===== config.mk =====
export PLATFORM = sky130hd
export DESIGN_NAME = stream_sched
export DESIGN_NICKNAME = d
export VERILOG_FILES = /design/src/rtl/stream_sched_pkg.sv /design/src/rtl/rr_arb2.sv /design/src/rtl/stream_sched.sv
export SDC_FILE = /design/constraint.sdc
export NUM_CORES = 1
export LEC_CHECK = 0
export ABC_AREA = 1
export BUFFER_PORTS_ARGS = -buffer_cell sky130_fd_sc_hd__clkbuf_2
export CAP_MARGIN = 40
export CORE_MARGIN = 2
export CORE_UTILIZATION = 56
export DETAILED_ROUTE_END_ITERATION = 8
export PLACE_DENSITY = 0.82
export REMOVE_ABC_BUFFERS = 1
export SYNTH_ARGS = -nofsm -noshare
export SYNTH_HDL_FRONTEND = slang
export SYNTH_SLANG_ARGS = --single-unit

===== constraint.sdc =====
create_clock -name clk -period 3.1 [get_ports clk]
set_input_delay 0.31 -clock clk [delete_from_list [all_inputs] [get_ports clk]]
set_output_delay 0.31 -clock clk [all_outputs]
set_load 0.03 [all_outputs]

===== src/rtl/stream_sched_pkg.sv =====
// Shared types and defaults for the stream scheduler.
// State encodings and default word/counter widths.
package stream_sched_pkg;
  localparam int WIDTH_DEF = 8;
  localparam int CNTW_DEF  = 4;

  typedef enum logic [2:0] {
    IDLE,
    CLR,
    SHIFT,
    FLUSH,
    REPORT
  } state_t;
endpackage


===== src/rtl/rr_arb2.sv =====
// Two-way round-robin arbiter.
// pointer=1 gives requester 1 priority on contention.
module rr_arb2 (
  input  logic req0,
  input  logic req1,
  input  logic enable,
  input  logic pointer,
  output logic gnt0,
  output logic gnt1
);
  assign gnt0 = enable & req0 & (~req1 | ~pointer);
  assign gnt1 = enable & req1 & (~req0 | pointer);
endmodule


===== src/rtl/stream_sched.sv =====
// Arbitrates two word sources, serializes the winner MSB first
// to an external detector and reports its hit count.
module stream_sched
  import stream_sched_pkg::*;
#(
  parameter int WIDTH = WIDTH_DEF,
  parameter int CNTW  = CNTW_DEF
) (
  input  logic             clk,
  input  logic             reset,
  input  logic             req0,
  input  logic [WIDTH-1:0] data0,
  input  logic             req1,
  input  logic [WIDTH-1:0] data1,
  output logic             gnt0,
  output logic             gnt1,
  output logic             w_out,
  output logic             det_rst,
  input  logic             det_in,
  output logic             done,
  output logic             done_id,
  output logic [CNTW-1:0]  hit_cnt
);
  localparam logic [CNTW-1:0] LAST = CNTW'(WIDTH - 1);

  state_t           state;
  state_t           state_nx;
  logic [WIDTH-1:0] shreg;
  logic [CNTW-1:0]  bitcnt;
  logic [CNTW-1:0]  cnt;
  logic             ptr;
  logic             cur_id;
  logic             take;
  logic             sample;
  logic             enable;

  assign enable = (state == IDLE) & ~reset;
  assign take   = gnt0 | gnt1;

  rr_arb2 u_arb (
    .req0    (req0),
    .req1    (req1),
    .enable  (enable),
    .pointer (ptr),
    .gnt0    (gnt0),
    .gnt1    (gnt1)
  );

  always_comb begin
    state_nx = state;
    w_out    = 1'b0;
    det_rst  = 1'b0;
    done     = 1'b0;
    sample   = 1'b0;
    unique case (state)
      IDLE: begin
        if (take) state_nx = CLR;
      end
      CLR: begin
        det_rst  = 1'b1;
        state_nx = SHIFT;
      end
      SHIFT: begin
        w_out  = shreg[WIDTH-1];
        // det_in in shift cycle 0 still reflects the cleared detector
        sample = (bitcnt != '0);
        if (bitcnt == LAST) state_nx = FLUSH;
      end
      FLUSH: begin
        sample   = 1'b1;
        state_nx = REPORT;
      end
      REPORT: begin
        done     = 1'b1;
        state_nx = IDLE;
      end
      default: state_nx = IDLE;
    endcase
  end

  always_ff @(posedge clk) begin
    if (reset) begin
      state   <= IDLE;
      shreg   <= '0;
      bitcnt  <= '0;
      cnt     <= '0;
      ptr     <= 1'b0;
      cur_id  <= 1'b0;
      hit_cnt <= '0;
      done_id <= 1'b0;
    end else begin
      state <= state_nx;
      if (take) begin
        shreg  <= gnt1 ? data1 : data0;
        cur_id <= gnt1;
        ptr    <= gnt0;
        cnt    <= '0;
        bitcnt <= '0;
      end
      if (state == SHIFT) begin
        shreg  <= {shreg[WIDTH-2:0], 1'b0};
        bitcnt <= bitcnt + 1'b1;
      end
      if (sample && det_in) cnt <= cnt + 1'b1;
      if (state == FLUSH) begin
        hit_cnt <= cnt + CNTW'(det_in);
        done_id <= cur_id;
      end
    end
  end
endmodule


* Yosys cells after proc, flatten, opt, wreduce, memory -nomap -nowiden
Index checks and enable logic that the tools add are counted.
Word-level totals: register bits 26, input port bits 21, output and inout port bits 10, logic and storage cells 51
Operators by class: $add $sub $neg 3, equal/unequal tests 7, multiplexer cells 13, bitwise operators 12, reduce and logical (&&, ||, !) cells 7
Operators with widths (count):
- 2-to-1 mux 8 bit | 3
- 2-to-1 mux 4 bit | 3
- one-hot mux 3 bit (4 select lines) | 1
- adder 4 x 1 -> 4 bit (second input constant) | 2
- == test 3 x 2 -> 1 bit (second input constant) | 2
- 2-to-1 mux 3 bit | 2
- bitwise AND 1 bit | 5
- adder 4 x 1 -> 4 bit | 1
- == test 4 x 3 -> 1 bit (second input constant) | 1
- inequality test 2 bit (second input constant) | 2
- inverter 1 bit | 4
- nonzero test 2 bit | 2
- nonzero test 4 bit | 1
- == test 3 x 1 -> 1 bit (second input constant) | 1
- == test 3 bit (second input constant) | 1
- logical NOT 3 bit | 1
- 2-to-1 mux 1 bit | 3
- OR 1 bit | 3
- one-hot mux 1 bit (2 select lines) | 1
- AND reduction 2 bit | 1
- OR reduction 2 bit | 1
- logical AND 1 bit | 1

* Logic depth before layout (Yosys ltp)
Gate-level depths: netlist of the first run.
depth after elaboration 7, gate-level depth with buffers 9, depth with buffers taken out 9

* Modules after synthesis
From an unflattened synthesis of the first run, not the netlist that was laid out.
Second synthesis, totals: cell total of the unflattened synthesis 205, area, all modules 1398.8 um2
Modules (own cells, without submodules):
- stream_sched | instances 1, cells each 200, area each 1377.6 um2, sequential area each 520.5 um2
- rr_arb2 | instances 1, cells each 5, area each 21.3 um2, sequential area each 0.0 um2

* Least setup slack after synthesis of the first run
OpenSTA, ideal clock, no wires.
path kind register to output, start point register state[0], end point output det_rst, data arrival time 1.178 ns, data required time 2.790 ns, slack 1.612 ns, stages on the path, launching flop included 3, path buffers 0, cells stage by stage dfxtp_1 inv_1 nor3_1
Between the ends: longest elaborated chain between the ends 2
RTL lines:
- start: declaration | RTL line stream_sched.sv:26 | state_t state;
- start signal: assignment | RTL line stream_sched.sv:92 | state <= state_nx;
- == test 3 x 1 -> 1 bit | RTL line stream_sched.sv:55 | unique case (state)
- 2-to-1 mux 1 bit | RTL line stream_sched.sv:55
- end: declaration | RTL line stream_sched.sv:18 | output logic det_rst,
Every way passes these cells.

* Final worst setup path of the first run
start point register state[2], end point output gnt1
Between the ends: longest elaborated chain between the ends 4
RTL lines:
- logical NOT 3 bit | RTL line stream_sched.sv:37 | assign enable = (state == IDLE) & ~reset;
- bitwise AND 1 bit | RTL line stream_sched.sv:37
- bitwise AND 1 bit (2 in series) | RTL line rr_arb2.sv:12 | assign gnt1 = enable & req1 & (~req0 | pointer);
- end: declaration | RTL line stream_sched.sv:16 | output logic gnt1,
Every way passes these cells.

==> qor.yml, run 1 <==
outcome:
  outcome: "complete, no violations"
pwr:
  power_mw: 0.6563
  leakagePower_nw: 0.7676
  powerDensity_nw_per_um2: 424.0
  ir_drop_v: 0.0003272
floorplan:
  start_util_pct: 59.99
  io_pins: 31
  dieHeight_um: 53.15
  rows: 17
  coreArea_um2: 2255
  die_area_um2: 2824
  die_x_um: 53.15
synth:
  synthArstFlopShare_pct: 0
  yosysUniqueCellTypes: 28
  ys_seq_area_share_pct: 38.48
  synthSimpleGateAreaFrac_pct: 32.28
  synthXorXnorAreaFrac_pct: 1.943
  synth_area_um2: 1353
  synthTopCellsByArea: "dfxtp_1, nand2_1, nor2_1"
  synth_top_area_cell: "dfxtp_1"
  synth_top_area_share_pct: 38.48
  synth-edff-count: 0
  ys.flop_type: "dfxtp_1"
  synth_area_per_cell_um2: 7.045
  synth_warnings: 0
  synth_mux_area_share_pct: 0
  synthCells: 192
  synthAdderAreaFrac_pct: 4.625
  synth_compound_area_share_pct: 14.62
  synth_top_family_by_area: "simple AND/OR/NAND/NOR gates"
  synth_seq_cells: 26
timing:
  rsz0062_at_grt: "false"
  setup_viol: 0
  drv_slew: 0
  worstMarginPinSlew_ns: 0.4708
  min_period_ns: 1.734
  fmax_mhz: 576.7
  fin_crit_sh_pct: 55.93
  holdWs_ns: 0.1989
  timing.slew.headroom_pct: 68.50
  hold_viol: 0
  skew_ns: 0.004380
  fin_setup_tns_ns: 0
detailed_routing:
  firstDrtPassIters: 4
  num_vias: 1305
  wl_mm: 2.957
  wl_per_cell_um: 11.83
  vias_per_cell: 5.220
  antenna_left: 0
  drc: 0
  drt_iter0_markers: 19
place:
  io_buffer_count: 30
  dp_hpwl_mm: 2.252
  placed_area_um2: 1511
  dp_cells: 246
  gp_congestion: 0.7728
setup_path:
  worst-path-stages: 4
  critPathMaxStageDelay_ns: 0.37
  end_kind: "output pin"
  worstSetupPathType: "flop to output pin"
  cp_data_required_time_ns: 2.79
  critical_path.cell_chain: "nor2_4, nand3_4, nor2_4, clkbuf_2"
  critPathMaxFanout: 10
  start_kind: "flop"
  cp_common_cell: "nor2_4"
  r2r_cells: 8
  path_buf_inv: 1
  worstPathArrival_ns: 1.42
  critical-path-top-delay-family: "simple AND/OR/NAND/NOR gates"
  cpMaxStageDelayCell: "dfxtp_1"
layout:
  multi_input_comb_area_um2: 723.2
  mostFrequentLayoutCell: "nand2_1"
  nFillCells: 212
  fin_cells: 250
  final_area_um2: 1548
  drive_gt1_share_pct: 21.17
  mostFrequentLayoutCells: "nand2_1, clkbuf_2, dfxtp_1"
  diodes: 0
  nets: 249
  area_growth_pct: 14.43
  regArea_um2: 520.5
global_routing:
  grt.total_usage_pct: 24.08
  first_global_vias: 1182
  grt_pass1_wl_mm: 5.050
  grt_start_max_net_pins: 18
  overflow: 0
  antenna_found_initial: 0
run:
  maxCapViolCount: 0
cts:
  clk_pin_slew_worst_paths_ns: 0.14
  cts_resized: 0
  root_buffer: "clkbuf_4"
  clk_latency_ns: 0.32
  cts_tree: "yes"
  cts_max_level: 1
  ctsHoldBuffers: 0
  postCtsSetupBuffers: 0
  cts-buffers-inserted: 3
  clkSinkCount: 26
  clockBufferDepth: 2
min_path:
  hold_path_class: "input pin to flop"
  whs_path_depth: 3
-- through the flow --
step	util, %	worst slack (ns)
global route	68.65	1.286
CTS	68.65	1.373
detailed placement	67.04	1.390
global placement	67.04	1.434
finish	68.65	1.366
floorplan	-	1.612
-- worst paths after layout --
path	startpoint	to	slack, ns
worst min register to register	cur_id$_SDFFE_PP0P_	done_id$_SDFFE_PP0N_	0.46
worst max register to register	state[1]$_SDFFE_PP0P_	bitcnt[1]$_SDFFE_PP0P_	1.64
worst min-delay path	data1[0]	shreg[0]$_SDFFE_PP0P_	0.20
worst max-delay path	state[2]$_SDFFE_PP0P_	gnt1	1.37
-- worst register-to-register path: stages, from the launching register on --
cell,delay [ns]
dfxtp_1,0.45
inv_2,0.08
nand3_4,0.12
inv_2,0.07
o21ai_4,0.17
inv_2,0.15
nor2_2,0.16
nand2_1,0.08
a21oi_1,0.11
-- where the power goes --
group          switching, mW  leakage [nW]  internal (mW)
clock                  0.101        0.0210         0.0719
sequential            0.0119         0.211          0.351
combinational         0.0792         0.535         0.0416
-- state kept, by name, indices dropped and copies added (netlist names) --
| signal | flops |
|---|---|
| done_id | 1 |
| bitcnt | 4 |
| state | 3 |
| cur_id | 1 |
| hit_cnt | 4 |
| ptr | 1 |
| shreg | 8 |
| cnt | 4 |
-- cells in the mapped netlist, types with 2 or more instances --
master,n
a21oi_1,15
nor3_1,4
nor2_1,25
inv_1,17
xnor2_1,2
o21ai_0,12
nor2_4,2
clkbuf_1,2
nand3_1,14
dfxtp_1,26
ha_1,5
nand2_1,48
inv_2,5
-- logic make-up (layout without fill, tap and decap cells) --
group / after synthesis / count (layout)
buffers and inverters: 26 / 56
and+or+nand+nor: 98 / 98
AOI/OAI and AO/OA: 34 / 34
DFF: 26 / 26
xor gates and xnor gates: 3 / 3
adders and majority gates: 5 / 5
-- layout make-up --
| class | instances | area share [%] |
|---|---|---|
| Timing Repair Buffer | 30 | 9.701 |
| Inverter | 22 | 5.336 |
| Tap cell | 28 | 2.264 |
| Sequential cell | 26 | 33.63 |
| Multi-Input combinational cell | 140 | 46.73 |
| Clock buffer | 4 | 2.344 |
-- per-layer routing --
layer	up-vias	GRT usage, %	part of all wire, %	routed length, um
met3	2	2.542	2.2	65
met1	606	30.46	46	1353
met5	-	0	0	0
met4	0	6.410	0.57	17
li1	680	-	-	-
met2	17	43.13	51	1520
No activity file was read; power rests on OpenSTA's default activity.
==> run 2, diff against run 1 <==
- CORE_UTILIZATION: 56 -> 52
- PLACE_DENSITY: 0.82 -> 0.77
- clock period: 3.1 -> 1.7 ns (I/O delays scaled with it)
==> run 2 against run 1 <==
Net effect:
- sequential share of layout area down 0.80 points
- clock power is 82% higher
- largest cell class unchanged
- critical path depth is the same
- via count up 1.8%
- highest routed layer unchanged
- non-clock buffer count increased by 3
- global-route usage down 0.96 points
- critical endpoint is now gnt0
- clock skew down 0.0025 ns
==> qor.yml, run 2 (same netlist as run 1, synthesis figures left out) <==
outcome:
  outcome: "complete, no violations"
pwr:
  powerDensity_nw_per_um2: 760.4  # +79%
  power_mw: 1.205  # +84%
  leakagePower_nw: 0.7876  # +2.6%
  ir_drop_v: 0.0004913  # +50%
global_routing:
  grt_start_max_net_pins: 18  # unchanged
  grt.total_usage_pct: 23.12  # -0.96 points
  first_global_vias: 1216  # +2.9%
  antenna_found_initial: 0  # unchanged
  grt_pass1_wl_mm: 5.092  # +0.83%
  overflow: 0  # unchanged
detailed_routing:
  firstDrtPassIters: 4  # unchanged
  num_vias: 1329  # +1.8%
  wl_mm: 3.138  # +6.1%
  wl_per_cell_um: 12.31  # +4.0%
  drt_iter0_markers: 40  # +21
  antenna_left: 0  # unchanged
  drc: 0  # unchanged
  vias_per_cell: 5.212  # -0.16%
timing:
  drv_slew: 0  # unchanged
  worstMarginPinSlew_ns: 0.4519  # -0.01892 ns
  hold_viol: 0  # unchanged
  setup_viol: 0  # unchanged
  timing.slew.headroom_pct: 69.76  # +1.3 points
  skew_ns: 0.001918  # -0.002462 ns
  min_period_ns: 1.599
  rsz0062_at_grt: "false"
  fin_setup_tns_ns: 0  # unchanged
  fin_crit_sh_pct: 94.07
  fin_ws_ns: 0.1008  # -1.265 ns
  fmax_mhz: 625.3
min_path:
  whs_endpoint: "shreg[0]$_SDFFE_PP0P_"
  hp-start: "data1[0]"
  hold_path_class: "input pin to flop"
  whs_path_depth: 3  # unchanged
cts:
  clkSinkCount: 26  # unchanged
  clockBufferDepth: 2  # unchanged
  postCtsSetupBuffers: 0  # unchanged
  cts_resized: 0  # unchanged
  cts-buffers-inserted: 3  # unchanged
  cts_tree: "yes"
  root_buffer: "clkbuf_4"
  clk_pin_slew_worst_paths_ns: 0.14  # about the same
  cts_max_level: 1  # unchanged
  ctsHoldBuffers: 0  # unchanged
  clk_latency_ns: 0.32  # about the same
floorplan:
  die_area_um2: 3025  # +7.1%
  die_x_um: 55  # +3.5%
  coreArea_um2: 2477  # +9.9%
  start_util_pct: 54.60  # -5.4 points
  rows: 18  # +1
  dieHeight_um: 55  # +3.5%
  io_pins: 31  # unchanged
setup_path:
  r2r_cells: 8  # unchanged
  start_kind: "flop"
  critPathMaxFanout: 5  # -5
  worstSetupPathType: "flop to output pin"
  cp_data_required_time_ns: 1.53  # -1.26 ns
  reg2reg_from: "state[1]$_SDFFE_PP0P_"
  end_kind: "output pin"
  r2r_slack_ns: 0.21  # -1.43 ns
  worstPathArrival_ns: 1.43  # about the same
  r2r_end: "bitcnt[1]$_SDFFE_PP0P_"
layout:
  mostFrequentLayoutCell: "nand2_1"
  nets: 252  # +1.2%
  multi_input_comb_area_um2: 735.7  # +1.7%
  regArea_um2: 520.5  # unchanged
  regMostFlops: "shreg"
  fin_cells: 255  # +2.0%
  mostFrequentLayoutCells: "nand2_1, clkbuf_2, dfxtp_1"
  area_growth_pct: 17.21
  nFillCells: 248  # +17%
  drive_gt1_share_pct: 22.67  # +1.5 points
  diodes: 0  # unchanged
  largest_register_ff_count: 8  # unchanged
place:
  place_ws_ns: 0.3158  # -1.074 ns
  gp_congestion: 0.8685  # +12%
  dp_cells: 251  # +2.0%
  io_buffer_count: 30  # unchanged
  dp_hpwl_mm: 2.398  # +6.5%
run:
  maxCapViolCount: 0  # unchanged
==> run 2: layout make-up <==
| type | count | area share [%] |
|---|---|---|
| clock buffers | 4 | 2.289 |
| inverters | 22 | 5.209 |
| multi-input cells | 140 | 46.41 |
| flip-flops and latches | 26 | 32.83 |
| well taps | 30 | 2.368 |
| repair buffers | 33 | 10.89 |
==> run 2: how the worst max path moves through the flow <==
stage	start	end	slack (ns)	cells past startpoint
detailed placement	state[1]$_SDFFE_PP0P_	bitcnt[1]$_SDFFE_PP0P_	0.32	8
CTS	state[0]$_SDFFE_PP0P_	w_out	0.09	4
global placement	ptr$_SDFFE_PP0P_	bitcnt[1]$_SDFFE_PP0P_	0.38	6
floorplan	state[0]$_SDFFE_PP0P_	state[1]$_SDFFE_PP0P_	0.24	3
global route	ptr$_SDFFE_PP0P_	gnt0	0.04	4
finish	state[2]$_SDFFE_PP0P_	gnt0	0.10	4
==> run 2: power by group <==
| group | switching (mW) | total (mW) | leakage (nW) | internal [mW] |
|---|---|---|---|---|
| logic | 0.147 | 0.228 | 0.555 | 0.0808 |
| registers | 0.0223 | 0.662 | 0.211 | 0.640 |
| clock network | 0.184 | 0.315 | 0.0210 | 0.131 |
| total | 0.354 | 1.21 | 0.788 | 0.852 |
==> run 2: metrics by stage <==
step           util, %  hold WS, ns  cell area, um^2
3_5_place_dp     62.02       0.4284             1536
2_1_floorplan        -       0.2391             1326
3_3_place_gp     62.02       0.4225             1536
5_1_grt          63.99      0.08800             1585
4_1_cts          63.48      0.07312             1573
6_report         63.99      0.07317             1585
==> run 2: metal layers <==
layer / share of wire [%] / global-route usage (%)
met5: 0 / 0
met4: 0.38 / 6.911
met3: 2.8 / 2.957
met2: 51 / 40.08
met1: 46 / 29.88
==> run 2: critical path: stages (launching register included) <==
cell	delay, ns
dfxtp_1	0.38
nor2_4	0.15
nand3_4	0.11
nor2_1	0.21
clkbuf_2	0.25
